### src/rtl/usb_rx_byte_assembler_pkg.sv
// Shared types and constants for the USB receive byte assembler.
// Covers PID encodings, the receive state enum and the PID integrity helpers.
package usb_rx_byte_assembler_pkg;

  localparam logic [7:0] SYNC_BYTE_DEFAULT     = 8'h80;
  localparam int         MAX_PKT_BYTES_DEFAULT = 1027;

  localparam logic [3:0] PID_OUT   = 4'b0001;
  localparam logic [3:0] PID_IN    = 4'b1001;
  localparam logic [3:0] PID_SOF   = 4'b0101;
  localparam logic [3:0] PID_SETUP = 4'b1101;
  localparam logic [3:0] PID_DATA0 = 4'b0011;
  localparam logic [3:0] PID_DATA1 = 4'b1011;
  localparam logic [3:0] PID_ACK   = 4'b0010;
  localparam logic [3:0] PID_NAK   = 4'b1010;
  localparam logic [3:0] PID_STALL = 4'b1110;

  typedef enum logic [2:0] {
    ST_HUNT      = 3'd0,
    ST_PID       = 3'd1,
    ST_PASS_BODY = 3'd2,
    ST_DATA_BODY = 3'd3,
    ST_FLUSH     = 3'd4,
    ST_DISCARD   = 3'd5
  } rx_state_t;

  // Upper nibble of a PID byte carries the one's complement of the lower nibble.
  function automatic logic pid_check(input logic [7:0] b);
    return b[7:4] == ~b[3:0];
  endfunction

  function automatic logic pid_is_data(input logic [3:0] p);
    return (p == PID_DATA0) || (p == PID_DATA1);
  endfunction

  function automatic logic pid_is_defined(input logic [3:0] p);
    return (p == PID_OUT)   || (p == PID_IN)    || (p == PID_SOF)   ||
           (p == PID_SETUP) || (p == PID_DATA0) || (p == PID_DATA1) ||
           (p == PID_ACK)   || (p == PID_NAK)   || (p == PID_STALL);
  endfunction

endpackage

### src/rtl/usb_rx_byte_assembler_if.sv
// Bit-stream input and byte/flag output bundle of the USB receive byte assembler.
// Inputs: bit_valid qualifies bit_in for one clk, no backpressure; eop_in is a one-clk pulse.
// Outputs: byte_valid is a one-clk strobe qualifying byte_data and the per-byte flags.
interface usb_rx_byte_assembler_if;
  import usb_rx_byte_assembler_pkg::*;

  logic       bit_valid;
  logic       bit_in;
  logic       eop_in;

  logic       byte_valid;
  logic [7:0] byte_data;
  logic       is_sync;
  logic [3:0] pid;
  logic       pid_valid;
  logic       last_data_byte;
  logic       eop_strobe;
  logic       pid_err;
  logic       rx_error;
  rx_state_t  dbg_state;

  modport master (
    output bit_valid, bit_in, eop_in,
    input  byte_valid, byte_data, is_sync, pid, pid_valid, last_data_byte,
    input  eop_strobe, pid_err, rx_error, dbg_state
  );

  modport slave (
    input  bit_valid, bit_in, eop_in,
    output byte_valid, byte_data, is_sync, pid, pid_valid, last_data_byte,
    output eop_strobe, pid_err, rx_error, dbg_state
  );

endinterface

### src/rtl/usb_rx_byte_assembler_hold.sv
// Three-entry look-ahead FIFO holding data-packet bytes until the packet end is known.
// Entry 0 is always the oldest byte; push and pop may occur in the same cycle.
module usb_rx_byte_assembler_hold (
  input  logic       clk,
  input  logic       nRST,
  input  logic       i_clear,
  input  logic       i_push,
  input  logic       i_pop,
  input  logic [7:0] i_data,
  output logic [7:0] o_head,
  output logic [1:0] o_count
);

  logic [7:0] r_e0, r_e1, r_e2;
  logic [1:0] r_count;
  logic [7:0] w_e0, w_e1, w_e2;
  logic [1:0] w_wr_idx;
  logic [1:0] w_count_nxt;

  // A simultaneous pop frees the head, so the write slot moves down by one.
  assign w_wr_idx    = i_pop ? (r_count - 2'd1) : r_count;
  assign w_count_nxt = r_count + {1'b0, i_push} - {1'b0, i_pop};

  always_comb begin
    w_e0 = r_e0;
    w_e1 = r_e1;
    w_e2 = r_e2;
    if (i_pop) begin
      w_e0 = r_e1;
      w_e1 = r_e2;
    end
    if (i_push) begin
      case (w_wr_idx)
        2'd0:    w_e0 = i_data;
        2'd1:    w_e1 = i_data;
        default: w_e2 = i_data;
      endcase
    end
  end

  always_ff @(posedge clk or negedge nRST) begin
    if (!nRST) begin
      r_e0    <= '0;
      r_e1    <= '0;
      r_e2    <= '0;
      r_count <= '0;
    end else if (i_clear) begin
      r_count <= '0;
    end else begin
      r_e0    <= w_e0;
      r_e1    <= w_e1;
      r_e2    <= w_e2;
      r_count <= w_count_nxt;
    end
  end

  assign o_head  = r_e0;
  assign o_count = r_count;

endmodule

### src/rtl/usb_rx_byte_assembler.sv
// USB receive byte assembler: SYNC hunt, LSB-first byte assembly, PID check, and
// data-packet look-ahead so the last payload byte is tagged ahead of the CRC16 bytes.
module usb_rx_byte_assembler
  import usb_rx_byte_assembler_pkg::*;
#(
  parameter logic [7:0] SYNC_BYTE     = SYNC_BYTE_DEFAULT,
  parameter int         MAX_PKT_BYTES = MAX_PKT_BYTES_DEFAULT
) (
  input logic                    clk,
  input logic                    nRST,
  usb_rx_byte_assembler_if.slave rx_if
);

  localparam logic [10:0] LP_OVF_AT = 11'(MAX_PKT_BYTES - 1);

  rx_state_t   r_state, w_state_nxt;
  logic [6:0]  r_shift;
  logic [2:0]  r_bit_cnt;
  logic [10:0] r_byte_cnt;
  logic        r_flush_err;

  logic        r_byte_valid, r_is_sync, r_last, r_eop, r_pid_err, r_rx_error, r_pid_valid;
  logic [7:0]  r_byte_data;
  logic [3:0]  r_pid;

  logic        w_bit_acc, w_byte_done, w_sync_hit, w_ovf, w_pid_ok;
  logic [7:0]  w_window;
  logic [7:0]  w_hold_head;
  logic [1:0]  w_hold_count;

  logic        w_bv, w_sync, w_last, w_eop, w_perr, w_rxerr;
  logic [7:0]  w_bd;
  logic        w_pid_set, w_pid_clr, w_push, w_pop, w_clear, w_ferr_set, w_ferr_clr;

  // Bits are taken only in states that assemble; eop_in wins over a same-cycle bit.
  assign w_bit_acc   = rx_if.bit_valid && !rx_if.eop_in &&
                       (r_state inside {ST_HUNT, ST_PID, ST_PASS_BODY, ST_DATA_BODY});
  assign w_window    = {rx_if.bit_in, r_shift};
  assign w_sync_hit  = w_bit_acc && (r_state == ST_HUNT) && (w_window == SYNC_BYTE);
  assign w_byte_done = w_bit_acc && (r_state != ST_HUNT) && (r_bit_cnt == 3'd7);
  assign w_ovf       = (r_byte_cnt == LP_OVF_AT);
  assign w_pid_ok    = pid_check(w_window);

  usb_rx_byte_assembler_hold u_hold (
    .clk     (clk),
    .nRST    (nRST),
    .i_clear (w_clear),
    .i_push  (w_push),
    .i_pop   (w_pop),
    .i_data  (w_window),
    .o_head  (w_hold_head),
    .o_count (w_hold_count)
  );

  always_ff @(posedge clk or negedge nRST) begin
    if (!nRST) r_state <= ST_HUNT;
    else       r_state <= w_state_nxt;
  end

  always_comb begin
    w_state_nxt = r_state;
    case (r_state)
      ST_HUNT: if (w_sync_hit) w_state_nxt = ST_PID;
      ST_PID: begin
        if (rx_if.eop_in)     w_state_nxt = ST_HUNT;
        else if (w_byte_done) w_state_nxt = !w_pid_ok ? ST_DISCARD :
                                            pid_is_data(w_window[3:0]) ? ST_DATA_BODY : ST_PASS_BODY;
      end
      ST_PASS_BODY: begin
        if (rx_if.eop_in)              w_state_nxt = ST_HUNT;
        else if (w_byte_done && w_ovf) w_state_nxt = ST_DISCARD;
      end
      ST_DATA_BODY: begin
        if (rx_if.eop_in)              w_state_nxt = (r_bit_cnt != 3'd0) ? ST_HUNT : ST_FLUSH;
        else if (w_byte_done && w_ovf) w_state_nxt = ST_DISCARD;
      end
      ST_FLUSH:   if (!r_flush_err && (w_hold_count == 2'd0)) w_state_nxt = ST_HUNT;
      ST_DISCARD: if (rx_if.eop_in) w_state_nxt = ST_HUNT;
      default:    w_state_nxt = ST_HUNT;
    endcase
  end

  always_comb begin
    w_bv       = 1'b0;
    w_bd       = '0;
    w_sync     = 1'b0;
    w_last     = 1'b0;
    w_eop      = 1'b0;
    w_perr     = 1'b0;
    w_rxerr    = 1'b0;
    w_pid_set  = 1'b0;
    w_pid_clr  = 1'b0;
    w_push     = 1'b0;
    w_pop      = 1'b0;
    w_clear    = 1'b0;
    w_ferr_set = 1'b0;
    w_ferr_clr = 1'b0;
    case (r_state)
      ST_HUNT: begin
        if (w_sync_hit) begin
          w_bv      = 1'b1;
          w_bd      = SYNC_BYTE;
          w_sync    = 1'b1;
          w_pid_clr = 1'b1;
        end
      end
      ST_PID: begin
        if (!rx_if.eop_in && w_byte_done) begin
          w_bv      = 1'b1;
          w_bd      = w_window;
          w_pid_set = w_pid_ok;
          w_perr    = !w_pid_ok;
        end
      end
      ST_PASS_BODY: begin
        if (rx_if.eop_in) begin
          w_bv    = 1'b1;
          w_eop   = 1'b1;
          w_rxerr = (r_bit_cnt != 3'd0);
        end else if (w_byte_done) begin
          if (w_ovf) begin
            w_rxerr = 1'b1;
          end else begin
            w_bv = 1'b1;
            w_bd = w_window;
          end
        end
      end
      ST_DATA_BODY: begin
        if (rx_if.eop_in) begin
          if (r_bit_cnt != 3'd0) begin
            w_bv    = 1'b1;
            w_eop   = 1'b1;
            w_rxerr = 1'b1;
            w_clear = 1'b1;
          end else if (w_hold_count < 2'd2) begin
            w_clear    = 1'b1;
            w_ferr_set = 1'b1;
          end
        end else if (w_byte_done) begin
          if (w_ovf) begin
            w_rxerr = 1'b1;
            w_clear = 1'b1;
          end else begin
            w_push = 1'b1;
            if (w_hold_count == 2'd3) begin
              w_pop = 1'b1;
              w_bv  = 1'b1;
              w_bd  = w_hold_head;
            end
          end
        end
      end
      ST_FLUSH: begin
        // Three held bytes at this point means payload + CRC lo + CRC hi remain.
        if (r_flush_err) begin
          w_rxerr    = 1'b1;
          w_ferr_clr = 1'b1;
        end else if (w_hold_count != 2'd0) begin
          w_bv   = 1'b1;
          w_bd   = w_hold_head;
          w_pop  = 1'b1;
          w_last = (w_hold_count == 2'd3);
        end else begin
          w_bv  = 1'b1;
          w_eop = 1'b1;
        end
      end
      default: ;
    endcase
  end

  always_ff @(posedge clk or negedge nRST) begin
    if (!nRST) begin
      r_byte_valid <= 1'b0;
      r_byte_data  <= '0;
      r_is_sync    <= 1'b0;
      r_last       <= 1'b0;
      r_eop        <= 1'b0;
      r_pid_err    <= 1'b0;
      r_rx_error   <= 1'b0;
      r_pid_valid  <= 1'b0;
      r_pid        <= '0;
      r_shift      <= 7'h7F;
      r_bit_cnt    <= '0;
      r_byte_cnt   <= '0;
      r_flush_err  <= 1'b0;
    end else begin
      r_byte_valid <= w_bv;
      r_byte_data  <= w_bd;
      r_is_sync    <= w_sync;
      r_last       <= w_last;
      r_eop        <= w_eop;
      r_pid_err    <= w_perr;
      r_rx_error   <= w_rxerr;
      if (w_pid_clr) begin
        r_pid_valid <= 1'b0;
        r_pid       <= '0;
      end else if (w_pid_set) begin
        r_pid_valid <= 1'b1;
        r_pid       <= w_window[3:0];
      end
      // Ones in the window cannot form SYNC, so the hunt restarts from a clean slate.
      if ((r_state != ST_HUNT) && (w_state_nxt == ST_HUNT)) r_shift <= 7'h7F;
      else if (w_bit_acc)                                   r_shift <= w_window[7:1];
      if (r_state == ST_HUNT) r_bit_cnt <= '0;
      else if (w_bit_acc)     r_bit_cnt <= r_bit_cnt + 3'd1;
      if (r_state == ST_PID)  r_byte_cnt <= '0;
      else if (w_byte_done)   r_byte_cnt <= r_byte_cnt + 11'd1;
      if (w_ferr_set)         r_flush_err <= 1'b1;
      else if (w_ferr_clr)    r_flush_err <= 1'b0;
    end
  end

  assign rx_if.byte_valid     = r_byte_valid;
  assign rx_if.byte_data      = r_byte_data;
  assign rx_if.is_sync        = r_is_sync;
  assign rx_if.pid            = r_pid;
  assign rx_if.pid_valid      = r_pid_valid;
  assign rx_if.last_data_byte = r_last;
  assign rx_if.eop_strobe     = r_eop;
  assign rx_if.pid_err        = r_pid_err;
  assign rx_if.rx_error       = r_rx_error;
  assign rx_if.dbg_state      = r_state;

endmodule

### src/flat_wrapper.sv
// flat-port wrapper written by rule: the top's interface ports become plain ports
module usb_rx_byte_assembler_flat import usb_rx_byte_assembler_pkg::*;
#(
  parameter logic [7:0] SYNC_BYTE     = SYNC_BYTE_DEFAULT,
  parameter int         MAX_PKT_BYTES = MAX_PKT_BYTES_DEFAULT
)
  (clk, nRST, rx_if_bit_valid, rx_if_bit_in, rx_if_eop_in, rx_if_byte_valid, rx_if_byte_data, rx_if_is_sync, rx_if_pid, rx_if_pid_valid, rx_if_last_data_byte, rx_if_eop_strobe, rx_if_pid_err, rx_if_rx_error, rx_if_dbg_state);
  usb_rx_byte_assembler_if rx_if_i ();
  input logic clk;
  input logic nRST;
  input wire logic [$bits(rx_if_i.bit_valid)-1:0] rx_if_bit_valid;
  input wire logic [$bits(rx_if_i.bit_in)-1:0] rx_if_bit_in;
  input wire logic [$bits(rx_if_i.eop_in)-1:0] rx_if_eop_in;
  output wire logic [$bits(rx_if_i.byte_valid)-1:0] rx_if_byte_valid;
  output wire logic [$bits(rx_if_i.byte_data)-1:0] rx_if_byte_data;
  output wire logic [$bits(rx_if_i.is_sync)-1:0] rx_if_is_sync;
  output wire logic [$bits(rx_if_i.pid)-1:0] rx_if_pid;
  output wire logic [$bits(rx_if_i.pid_valid)-1:0] rx_if_pid_valid;
  output wire logic [$bits(rx_if_i.last_data_byte)-1:0] rx_if_last_data_byte;
  output wire logic [$bits(rx_if_i.eop_strobe)-1:0] rx_if_eop_strobe;
  output wire logic [$bits(rx_if_i.pid_err)-1:0] rx_if_pid_err;
  output wire logic [$bits(rx_if_i.rx_error)-1:0] rx_if_rx_error;
  output wire logic [$bits(rx_if_i.dbg_state)-1:0] rx_if_dbg_state;
  assign rx_if_i.bit_valid = rx_if_bit_valid;
  assign rx_if_i.bit_in = rx_if_bit_in;
  assign rx_if_i.eop_in = rx_if_eop_in;
  assign rx_if_byte_valid = rx_if_i.byte_valid;
  assign rx_if_byte_data = rx_if_i.byte_data;
  assign rx_if_is_sync = rx_if_i.is_sync;
  assign rx_if_pid = rx_if_i.pid;
  assign rx_if_pid_valid = rx_if_i.pid_valid;
  assign rx_if_last_data_byte = rx_if_i.last_data_byte;
  assign rx_if_eop_strobe = rx_if_i.eop_strobe;
  assign rx_if_pid_err = rx_if_i.pid_err;
  assign rx_if_rx_error = rx_if_i.rx_error;
  assign rx_if_dbg_state = rx_if_i.dbg_state;
  usb_rx_byte_assembler #(.SYNC_BYTE(SYNC_BYTE), .MAX_PKT_BYTES(MAX_PKT_BYTES)) u_core (.clk(clk), .nRST(nRST), .rx_if(rx_if_i));
endmodule
### config.mk
export PLATFORM = sky130hd
export DESIGN_NAME = usb_rx_byte_assembler_flat
export DESIGN_NICKNAME = d
export VERILOG_FILES = /design/src/rtl/usb_rx_byte_assembler_pkg.sv /design/src/rtl/usb_rx_byte_assembler_if.sv /design/src/rtl/usb_rx_byte_assembler_hold.sv /design/src/rtl/usb_rx_byte_assembler.sv /design/src/flat_wrapper.sv
export SDC_FILE = /design/constraint.sdc
export NUM_CORES = 1
export LEC_CHECK = 0
export CORE_MARGIN = 4
export CORE_UTILIZATION = 40
export CTS_CLUSTER_DIAMETER = 200
export DETAILED_ROUTE_END_ITERATION = 7
export DONT_BUFFER_PORTS = 1
export HOLD_SLACK_MARGIN = 0.02
export SLEW_MARGIN = 10
export SYNTH_ARGS = -nofsm -noshare
export SYNTH_HDL_FRONTEND = slang
export SYNTH_SLANG_ARGS = --single-unit
export TNS_END_PERCENT = 1
### constraint.sdc
create_clock -name clk -period 3.33 [get_ports clk]
set_input_delay 0.8325 -clock clk [delete_from_list [all_inputs] [get_ports clk]]
set_output_delay 0.8325 -clock clk [all_outputs]
set_load 0.005 [all_outputs]
==> flow_summary_export.csv, run 1 <==
group,metric,value,unit
critical_path,worstPathMaxFanout,8,
critical_path,rr_startpoint,"u_core.r_bit_cnt[0]",
outcome,status,"completed",
timing,finalHoldViolations,0,
yosys,syn_nets,353,
critical_path,cp-end-kind,"register",
clock_tree,cts_setup_buffers,0,
yosys,ys_types,55,
yosys,synth_area_leaders,"dfrtp_1, dfstp_2, inv_1",
routing,drtPass1Iterations,7,
routing,initialDrtViolationCount,237,
timing,period_share,87.97,%
cells_and_area,seq_area,0.001760,sq mm
routing,num_vias,2560,
critical_path,critPathArrivalTime,3.17,ns
power,totalPowerFinal,1.813,mW
floorplanning,rows,33,
yosys,synthSimpleGateAreaFrac,16.50,%
clock_tree,clock_latency,0.35,ns
clock_tree,ctsResizeCount,0,
global_routing,grtUsageTotal,15.79,%
critical_path,start_kind,"register",
yosys,netlist.area_leader.share,45.69,%
timing,setup_viol,0,
routing,antenna_left,0,
yosys,async_reset_ff_share,100.0,%
critical_path,critPathRequiredTime,3.57,ns
critical_path,worstSetupPathType,"reg2reg",
place,hpwl,5252,um
cells_and_area,mostFrequentLayoutCell,"dfrtp_1",
clock_tree,holdBufCountCts,0,
timing,setup_ws,0.4007,ns
timing,fin_crit,2.929,ns
yosys,syn-cell-area,0.003451,sq mm
routing,routedWlPerCell,16.66,um
floorplanning,io_pins,27,
timing,finalSetupTns,0,ns
critical_path,reg2reg_depth,12,
yosys,ys.flop_type,"dfrtp_1",
yosys,synth_fa_ha_area_share,3.263,%
yosys,synth-xor-area-share,3.807,%
clock_tree,clk_path_buf_depth,2,
yosys,synth_compound_area_share,15.88,%
cells_and_area,fillCellCount,793,
timing,slew_viol_final,0,
place,dpl_cell_area,0.003576,sq mm
cells_and_area,drive_above_1_share,11.75,%
flow_run,maxCapViolCount,0,
cells_and_area,nNetsFinal,358,
yosys,avgSynthCellArea,10.18,sq um
floorplanning,core-area,0.008299,sq mm
power,power_density,483.1,mW/mm^2
min_path,hold_class,"in2async",
yosys,synthCells,339,
cells_and_area,diodes,0,
timing,fmax,341.4,MHz
global_routing,antenna_found_initial,0,
critical_path,crit_path_end,"u_core.u_hold.r_e1[1]",
global_routing,grt_max_degree,71,
cells_and_area,final_design_area_no_fill,0.003754,sq mm
global_routing,grt_first_pass_wirelength,12620,um
routing,avgViaCountPerCell,5.639,
clock_tree,tritoncts,"done",
yosys,synth_edf_count,0,
yosys,seq_area_frac_synth,51.02,%
yosys,synth_top_family_by_area,"simple AND/OR/NAND/NOR gates",
clock_tree,htree_levels,3,
routing,drc_errors,0,
floorplanning,initial_core_util,41.58,%
routing,drt_wl_total,7562,um
global_routing,grt_pass1_vias,2496,
place,place_inst,438,
yosys,synth_seq_cells,70,
timing,rsz0062_at_grt,"false",
power,leakage,1.747,nW
critical_path,r2r_slack,0.40,ns
cells_and_area,final_cell_mix,"dfrtp_1, inv_1, nor2_1",
cells_and_area,layout.cells.non_filler,454,
place,place_ws,0.3335,ns
critical_path,worstSetupStartpoint,"u_core.r_bit_cnt[0]",
global_routing,grt_overflow,0,
clock_tree,cts_root_buf,"clkbuf_8",
yosys,yosys_warnings,0,
timing,slew_headroom,48.35,%
floorplanning,die_h,100.9,um
place,routabilityCongestion,0.8058,
cells_and_area,syn2layout_area_growth,8.774,%
place,io_buffer_count,0,
floorplanning,die_area,0.01018,sq mm
clock_tree,cts.sinks,70,
cells_and_area,multi_input_area,0.001463,sq mm
yosys,synth.area.mux_share,2.937,%
yosys,synth_area_leader_cell,"dfrtp_1",
clock_tree,cts_buffers,9,
timing,finClkSkew,0.008965,ns
floorplanning,die_x,100.9,um
critical_path,timing.rr.end,"u_core.u_hold.r_e1[1]",
clock_tree,path_clk_slew,0.07,ns
timing,worstMarginPinSlew,0.7732,ns
power,worst_ir_drop_vdd,0.1525,mV
cells in the mapped netlist (all sizes together), types with 8 or more instances:
library cell	instances
a222oi	8
nor2	32
a22o	9
ha	9
xor2	8
mux2i	9
o21ai	16
nand2	17
a21oi	15
nand3	8
nor3	12
inv	45
dfrtp	63
a221oi	8
how the worst min path moves through the flow:
stage / cells past startpoint / end / from / slack, ns
2_1_floorplan: 1 / u_core.rx_if.byte_data[0] / u_core.u_hold.o_head[0] / 0.47
3_3_place_gp: 1 / u_core.rx_if.byte_data[5] / u_core.u_hold.o_head[5] / 0.49
3_5_place_dp: 1 / u_core.rx_if.byte_data[5] / u_core.u_hold.o_head[5] / 0.49
4_1_cts: 0 / u_core.r_byte_cnt[3] / nRST / 0.17
5_1_grt: 0 / u_core.r_byte_cnt[3] / nRST / 0.15
6_report: 0 / u_core.r_byte_cnt[4] / nRST / 0.17
stage by stage:
step                      hold WS (ns)  utilization (%)
after floorplan                 0.4661                -
after CTS                       0.1653            45.23
after detailed placement        0.4931            43.09
after global placement          0.4914            43.09
after global routing            0.1535            45.23
final                           0.1725            45.23
cell families after synthesis:
logic type / after synthesis
compound gates: 72
mux: 10
xor+xnor: 15
buf+inv: 58
simple gates: 105
fa+ha+maj: 9
flops: 70
critical path: stages (launching register included):
cell	delay, ns
dfrtp_1	0.38
ha_1	0.17
ha_1	0.19
nand2_1	0.07
or4_4	0.50
o31ai_1	0.29
ha_1	0.33
inv_1	0.15
a21oi_1	0.09
nor3_1	0.16
buf_4	0.19
nor3_1	0.06
a221oi_1	0.23
layer usage:
layer  wire (um)  track usage (%)  vias to the layer above
met3         411            3.875                       10
met5           0                0                        -
li1            -                -                     1204
met4         114            5.596                        0
met1        3549            22.20                     1267
met2        3487            23.65                       79
power breakdown:
| part | internal, mW | switching [mW] |
|---|---|---|
| Sequential | 0.918 | 0.0749 |
| Combinational | 0.0652 | 0.120 |
| Clock | 0.311 | 0.324 |
state kept, by name, indices dropped and copies added, names as in the netlist, 2 cells and up:
register and flops:
u_core.r_bit_cnt 3, u_core.u_hold.o_head 8, u_core.u_hold.r_e1 8, u_core.u_hold.r_e2 8, u_core.u_hold.o_count 2, u_core.r_byte_cnt 11
u_core.r_shift 7, u_core.rx_if.byte_data 8, u_core.rx_if.pid 4, u_core.rx_if.dbg_state 3
area by class of cell:
| type | count | share of cell area, % |
|---|---|---|
| Clock inverter | 3 | 0.5000 |
| Sequential cell | 70 | 46.90 |
| Timing Repair Buffer | 7 | 1.400 |
| Clock buffer | 13 | 4.233 |
| Multi-Input combinational cell | 211 | 38.97 |
| Tap cell | 105 | 3.500 |
| Inverter | 45 | 4.500 |
No activity file was read; power rests on OpenSTA's default activity.
==> inputs of run 2 (changes only) <==
Settings changed: RECOVER_POWER from default to 50.
==> run 2 against run 1 <==
Compared with the run above:
- routed wire length is 0.19% lower
- clock power hardly changed
- die area stayed put
- total power is 0.22% lower
- via count is 0.51% lower
- register-to-register slack worse by 0.06 ns
- clock skew is 0.00075 ns lower
- worst setup slack worse by 0.063 ns
- final area is 0.17% lower
- maximum frequency is 2.1% lower
- sequential power hardly changed
- critical endpoint unchanged
- highest routed layer unchanged
==> flow_summary_export.csv, run 2 (same netlist as run 1, synthesis figures left out) <==
group,metric,value,unit
floorplanning,rows,33,
timing,worstMarginPinSlew,0.9129,ns
flow_run,maxCapViolCount,0,
clock_tree,htree_levels,3,
global_routing,grt_max_degree,71,
cells_and_area,drive_above_1_share,11.17,%
outcome,status,"completed",
critical_path,worstSetupStartpoint,"u_core.rx_if.dbg_state[0]",
timing,period_share,89.86,%
critical_path,critPathRequiredTime,3.57,ns
timing,finClkSkew,0.008218,ns
power,leakage,1.749,nW
critical_path,crit_path_end,"u_core.u_hold.r_e1[1]",
global_routing,grt_overflow,0,
cells_and_area,nNetsFinal,358,
routing,drc_errors,0,
timing,finalSetupTns,0,ns
clock_tree,cts_root_buf,"clkbuf_8",
power,swShare,28.46,%
floorplanning,core-area,0.008299,sq mm
power,power_density,482.8,mW/mm^2
routing,antenna_left,0,
cells_and_area,largest_register_ffs,11,
critical_path,worstSetupPathType,"reg2reg",
cells_and_area,final_cell_mix,"dfrtp_1, inv_1, nor2_1",
clock_tree,path_clk_slew,0.07,ns
place,io_buffer_count,0,
power,combPwrFrac,10.2,%
timing,finalHoldViolations,0,
routing,initialDrtViolationCount,244,
min_path,hold_class,"in2async",
timing,setup_viol,0,
power,p_sw,0.5149,mW
power,worst_ir_drop_vdd,0.1508,mV
timing,fmax,334.2,MHz
critical_path,rr_startpoint,"u_core.rx_if.dbg_state[0]",
cells_and_area,largest_register,"u_core.r_byte_cnt",
clock_tree,cts_buffers,9,
cells_and_area,mostFrequentLayoutCell,"dfrtp_1",
critical_path,critPathArrivalTime,3.23,ns
routing,num_vias,2547,
critical_path,reg2reg_depth,11,
global_routing,antenna_found_initial,0,
floorplanning,die_area,0.01018,sq mm
critical_path,worstPathMaxFanout,8,
place,hpwl,5252,um
timing,rsz0062_at_grt,"false",
floorplanning,initial_core_util,41.58,%
clock_tree,holdBufCountCts,0,
routing,drt_wl_total,7548,um
floorplanning,die_x,100.9,um
clock_tree,clk_path_buf_depth,2,
timing,fin_crit,2.992,ns
timing,hold_ws,0.1724,ns
timing,slew_viol_final,0,
critical_path,cp-end-kind,"register",
power,intPower,1.294,mW
routing,drtPass1Iterations,7,
power,seq_power_share,54.9,%
timing,setup_ws,0.3377,ns
critical_path,timing.rr.end,"u_core.u_hold.r_e1[1]",
routing,routedWlPerCell,16.63,um
critical_path,start_kind,"register",
timing,slew_headroom,38.28,%
floorplanning,io_pins,27,
power,totalPowerFinal,1.809,mW
cells_and_area,syn2layout_area_growth,8.593,%
floorplanning,die_h,100.9,um
clock_tree,clock_latency,0.35,ns
global_routing,grt_pass1_vias,2496,
clock_tree,tritoncts,"done",
clock_tree,cts_setup_buffers,0,
place,place_ws,0.3335,ns
cells_and_area,fillCellCount,794,
critical_path,r2r_slack,0.34,ns
cells_and_area,diodes,0,
clock_tree,cts.sinks,70,
routing,avgViaCountPerCell,5.610,
power,power_frac_clock,34.9,%
global_routing,grt_first_pass_wirelength,12620,um
global_routing,grtUsageTotal,15.79,%
place,routabilityCongestion,0.8058,
clock_tree,ctsResizeCount,0,
-- run 2: metal layers --
metal | global-route usage (%) | routed length (um)
met5 | 0 | 0
met4 | 5.596 | 109
met3 | 3.875 | 437
met2 | 23.65 | 3484
met1 | 22.20 | 3517
-- run 2: through the flow --
step | area, sq um | std cells | utilization (%)
finish | 3747 | 454 | 45.15
CTS | 3754 | 454 | 45.23
global route | 3747 | 454 | 45.15
detailed placement | 3576 | 438 | 43.09
global placement | 3576 | 438 | 43.09
floorplan | 3451 | 339 | -
-- run 2: critical path: stages (launching register included) --
cell and delay, ns:
dfrtp_1 0.45, buf_4 0.20, nor4b_1 0.75, nand2_1 0.13, o31ai_1 0.13, ha_1 0.33
inv_1 0.16, a21oi_1 0.10, nor3_1 0.16, buf_4 0.19, nor3_1 0.06, a221oi_1 0.23
-- run 2: final cells by class --
class	instances	area, sq um	area share [%]
Sequential cell	70	1760	46.98
Clock inverter	3	18.77	0.5008
Multi-Input combinational cell	211	1456	38.86
Tap cell	105	131.4	3.506
Timing Repair Buffer	7	52.55	1.402
Clock buffer	13	158.9	4.240
Inverter	45	168.9	4.508
-- run 2: worst min path at each step --
stage	endpoint	depth (start not counted)	slack (ns)	startpoint
floorplan	u_core.rx_if.byte_data[0]	1	0.47	u_core.u_hold.o_head[0]
global placement	u_core.rx_if.byte_data[5]	1	0.49	u_core.u_hold.o_head[5]
detailed placement	u_core.rx_if.byte_data[5]	1	0.49	u_core.u_hold.o_head[5]
CTS	u_core.r_byte_cnt[3]	0	0.17	nRST
global route	u_core.r_byte_cnt[3]	0	0.15	nRST
finish	u_core.r_byte_cnt[4]	0	0.17	nRST
-- run 2: power by group through the flow --
stage	combinational, mW	clock, mW	sequential [mW]
2_1_floorplan	0.149	0	0.974
3_3_place_gp	0.180	0	1.01
3_5_place_dp	0.182	0	1.00
4_1_cts	0.183	0.645	0.990
5_1_grt	0.203	0.684	0.998
6_report	0.184	0.632	0.993
==> inputs of run 3 (changes only) <==
Settings changed: REMOVE_ABC_BUFFERS from default to 1.
==> run 3 against run 2 <==
Compared with the run above:
- total power up 3.4%
- worst setup slack worse by 0.024 ns
- global-route usage up 0.49 points
- sequential share of layout area down 0.25 points
- first-iteration DRC count down 48%
- routed wire length up 3.0%
- clock skew up 0.0041 ns
- hold slack worse by 0.0025 ns
==> flow_summary_export.csv, run 3 (same netlist as run 1, synthesis figures left out) <==
group,metric,value,unit
clock_tree,cts.sinks,70,
floorplanning,die_x,100.9,um
cells_and_area,final_design_area_no_fill,0.003767,sq mm
timing,finClkSkew,0.01235,ns
routing,initialDrtViolationCount,128,
routing,antenna_left,0,
cells_and_area,final_cell_mix,"dfrtp_1, inv_1, nor2_1",
place,routabilityCongestion,0.8304,
global_routing,grt_overflow,0,
timing,worstMarginPinSlew,0.8672,ns
critical_path,cp-end-kind,"register",
floorplanning,die_area,0.01018,sq mm
critical_path,worstPathMaxFanout,8,
power,totalPowerFinal,1.871,mW
cells_and_area,mostFrequentLayoutCell,"dfrtp_1",
timing,fin_crit,3.016,ns
power,p_sw,0.5394,mW
clock_tree,holdBufCountCts,0,
place,hpwl,5410,um
timing,fmax,331.5,MHz
floorplanning,initial_core_util,41.58,%
critical_path,critPathArrivalTime,3.27,ns
cells_and_area,largest_register,"u_core.r_byte_cnt",
routing,drc_errors,0,
cells_and_area,diodes,0,
global_routing,grt_pass1_vias,2513,
routing,drtPass1Iterations,5,
cells_and_area,syn2layout_area_growth,9.173,%
routing,num_vias,2563,
critical_path,slowest_delay,0.49,ns
clock_tree,clock_latency,0.36,ns
timing,rsz0062_at_grt,"false",
floorplanning,die_h,100.9,um
clock_tree,path_clk_slew,0.08,ns
critical_path,worstSetupPathType,"reg2reg",
power,leakage,1.756,nW
clock_tree,htree_levels,3,
critical_path,rr_startpoint,"u_core.r_bit_cnt[1]",
power,seq_power_share,53.0,%
timing,slew_viol_final,0,
power,worst_ir_drop_vdd,0.2983,mV
critical_path,start_kind,"register",
critical_path,critPathRequiredTime,3.58,ns
place,io_buffer_count,0,
power,combPwrFrac,10.1,%
global_routing,grt_max_degree,71,
critical_path,slowest_stage,"or4_4",
cells_and_area,largest_register_ffs,11,
outcome,status,"completed",
timing,setup_viol,0,
power,intPower,1.332,mW
routing,avgViaCountPerCell,5.645,
cells_and_area,drive_above_1_share,11.75,%
timing,finalHoldViolations,0,
place,dpl_cell_area,0.003576,sq mm
routing,drt_wl_total,7771,um
floorplanning,rows,33,
clock_tree,ctsResizeCount,0,
clock_tree,cts_setup_buffers,0,
cells_and_area,fin_util,45.39,%
clock_tree,cts_buffers,9,
clock_tree,clk_path_buf_depth,2,
timing,period_share,90.58,%
power,power_density,496.6,mW/mm^2
global_routing,grt_first_pass_wirelength,12920,um
power,swShare,28.83,%
cells_and_area,nNetsFinal,358,
min_path,hold_class,"in2async",
critical_path,crit_chain,"ha_1 -> ha_1 -> nand2_1 -> or4_4 -> o31ai_1 -> ha_1 -> inv_1 -> a21oi_1 -> nor3_1 -> buf_4 -> nor3_1 -> a221oi_1",
clock_tree,tritoncts,"done",
timing,slew_headroom,41.37,%
global_routing,grtUsageTotal,16.28,%
flow_run,maxCapViolCount,0,
global_routing,antenna_found_initial,0,
floorplanning,io_pins,27,
critical_path,cp_common_cell,"ha_1",
power,power_frac_clock,36.9,%
critical_path,worstSetupStartpoint,"u_core.r_bit_cnt[1]",
routing,routedWlPerCell,17.12,um
clock_tree,cts_root_buf,"clkbuf_8",
floorplanning,core-area,0.008299,sq mm
[run 3: changes by cell type in the layout (fill, tap and decap cells not counted), sizes merged]
| cell | previous run | this run |
|---|---|---|
| clkinvlp | 0 | 1 |
| bufinv | 0 | 1 |
| inv | 45 | 46 |
| clkinv | 3 | 4 |
| clkbuf | 13 | 9 |
[run 3: metal layers]
layer | GRT usage (%) | part of all wire [%] | vias to the layer above
li1 | - | - | 1203
met1 | 22.76 | 47 | 1265
met2 | 23.95 | 45 | 86
met3 | 4.498 | 6.4 | 9
met4 | 6.218 | 1.4 | 0
met5 | 0 | 0 | -
[run 3: metrics by stage]
stage | hold WS (ns) | worst slack (ns) | TNS (ns) | instances
final | 0.1700 | 0.3138 | 0 | 454
after CTS | 0.1546 | 0.3731 | 0 | 454
after detailed placement | 0.4814 | 0.3052 | 0 | 438
after global placement | 0.4937 | 0.4338 | 0 | 438
after global routing | 0.1499 | 0.1266 | 0 | 454
after floorplan | 0.4661 | -0.3595 | -4.341 | 326
[run 3: final timing paths]
kind                                        endpoint  slack (ns)  cells after the start
min in group clk           u_core.rx_if.byte_data[4]        0.51                      1
max reg2reg                    u_core.u_hold.r_e1[3]        0.31                     12
max in group asynchronous          u_core.r_shift[6]        2.95                      0
min                            u_core.rx_if.rx_error        0.17                      0
min reg2reg                u_core.rx_if.byte_data[4]        0.51                      1
max                            u_core.u_hold.r_e1[3]        0.31                     12
[run 3: power by group through the flow]
stage / sequential, mW / clock (mW) / combinational [mW]
after floorplan: 0.983 / 0 / 0.136
after global placement: 1.01 / 0 / 0.183
after detailed placement: 1.01 / 0 / 0.187
after CTS: 0.990 / 0.708 / 0.188
after global routing: 0.998 / 0.749 / 0.215
final: 0.992 / 0.691 / 0.188
[run 3: cell type report]
type,instances,area [sq um]
Fill cell,773,4532
Tap cell,105,131.4
Clock buffer,9,123.9
Inverter,45,168.9
Timing Repair Buffer,7,52.55
Multi-Input combinational cell,211,1456
Sequential cell,70,1760
Clock inverter,7,73.82
[run 3: critical path, delay by kind of cell, from the launching register on]
| family | cells | cell delay [ns] |
|---|---|---|
| buffers and inverters | 2 | 0.35 |
| adder cells (fa/ha/maj) | 3 | 0.73 |
| AO/OA/AOI/OAI | 3 | 0.66 |
| AND/OR/NAND/NOR | 4 | 0.78 |
| flip-flops | 1 | 0.39 |
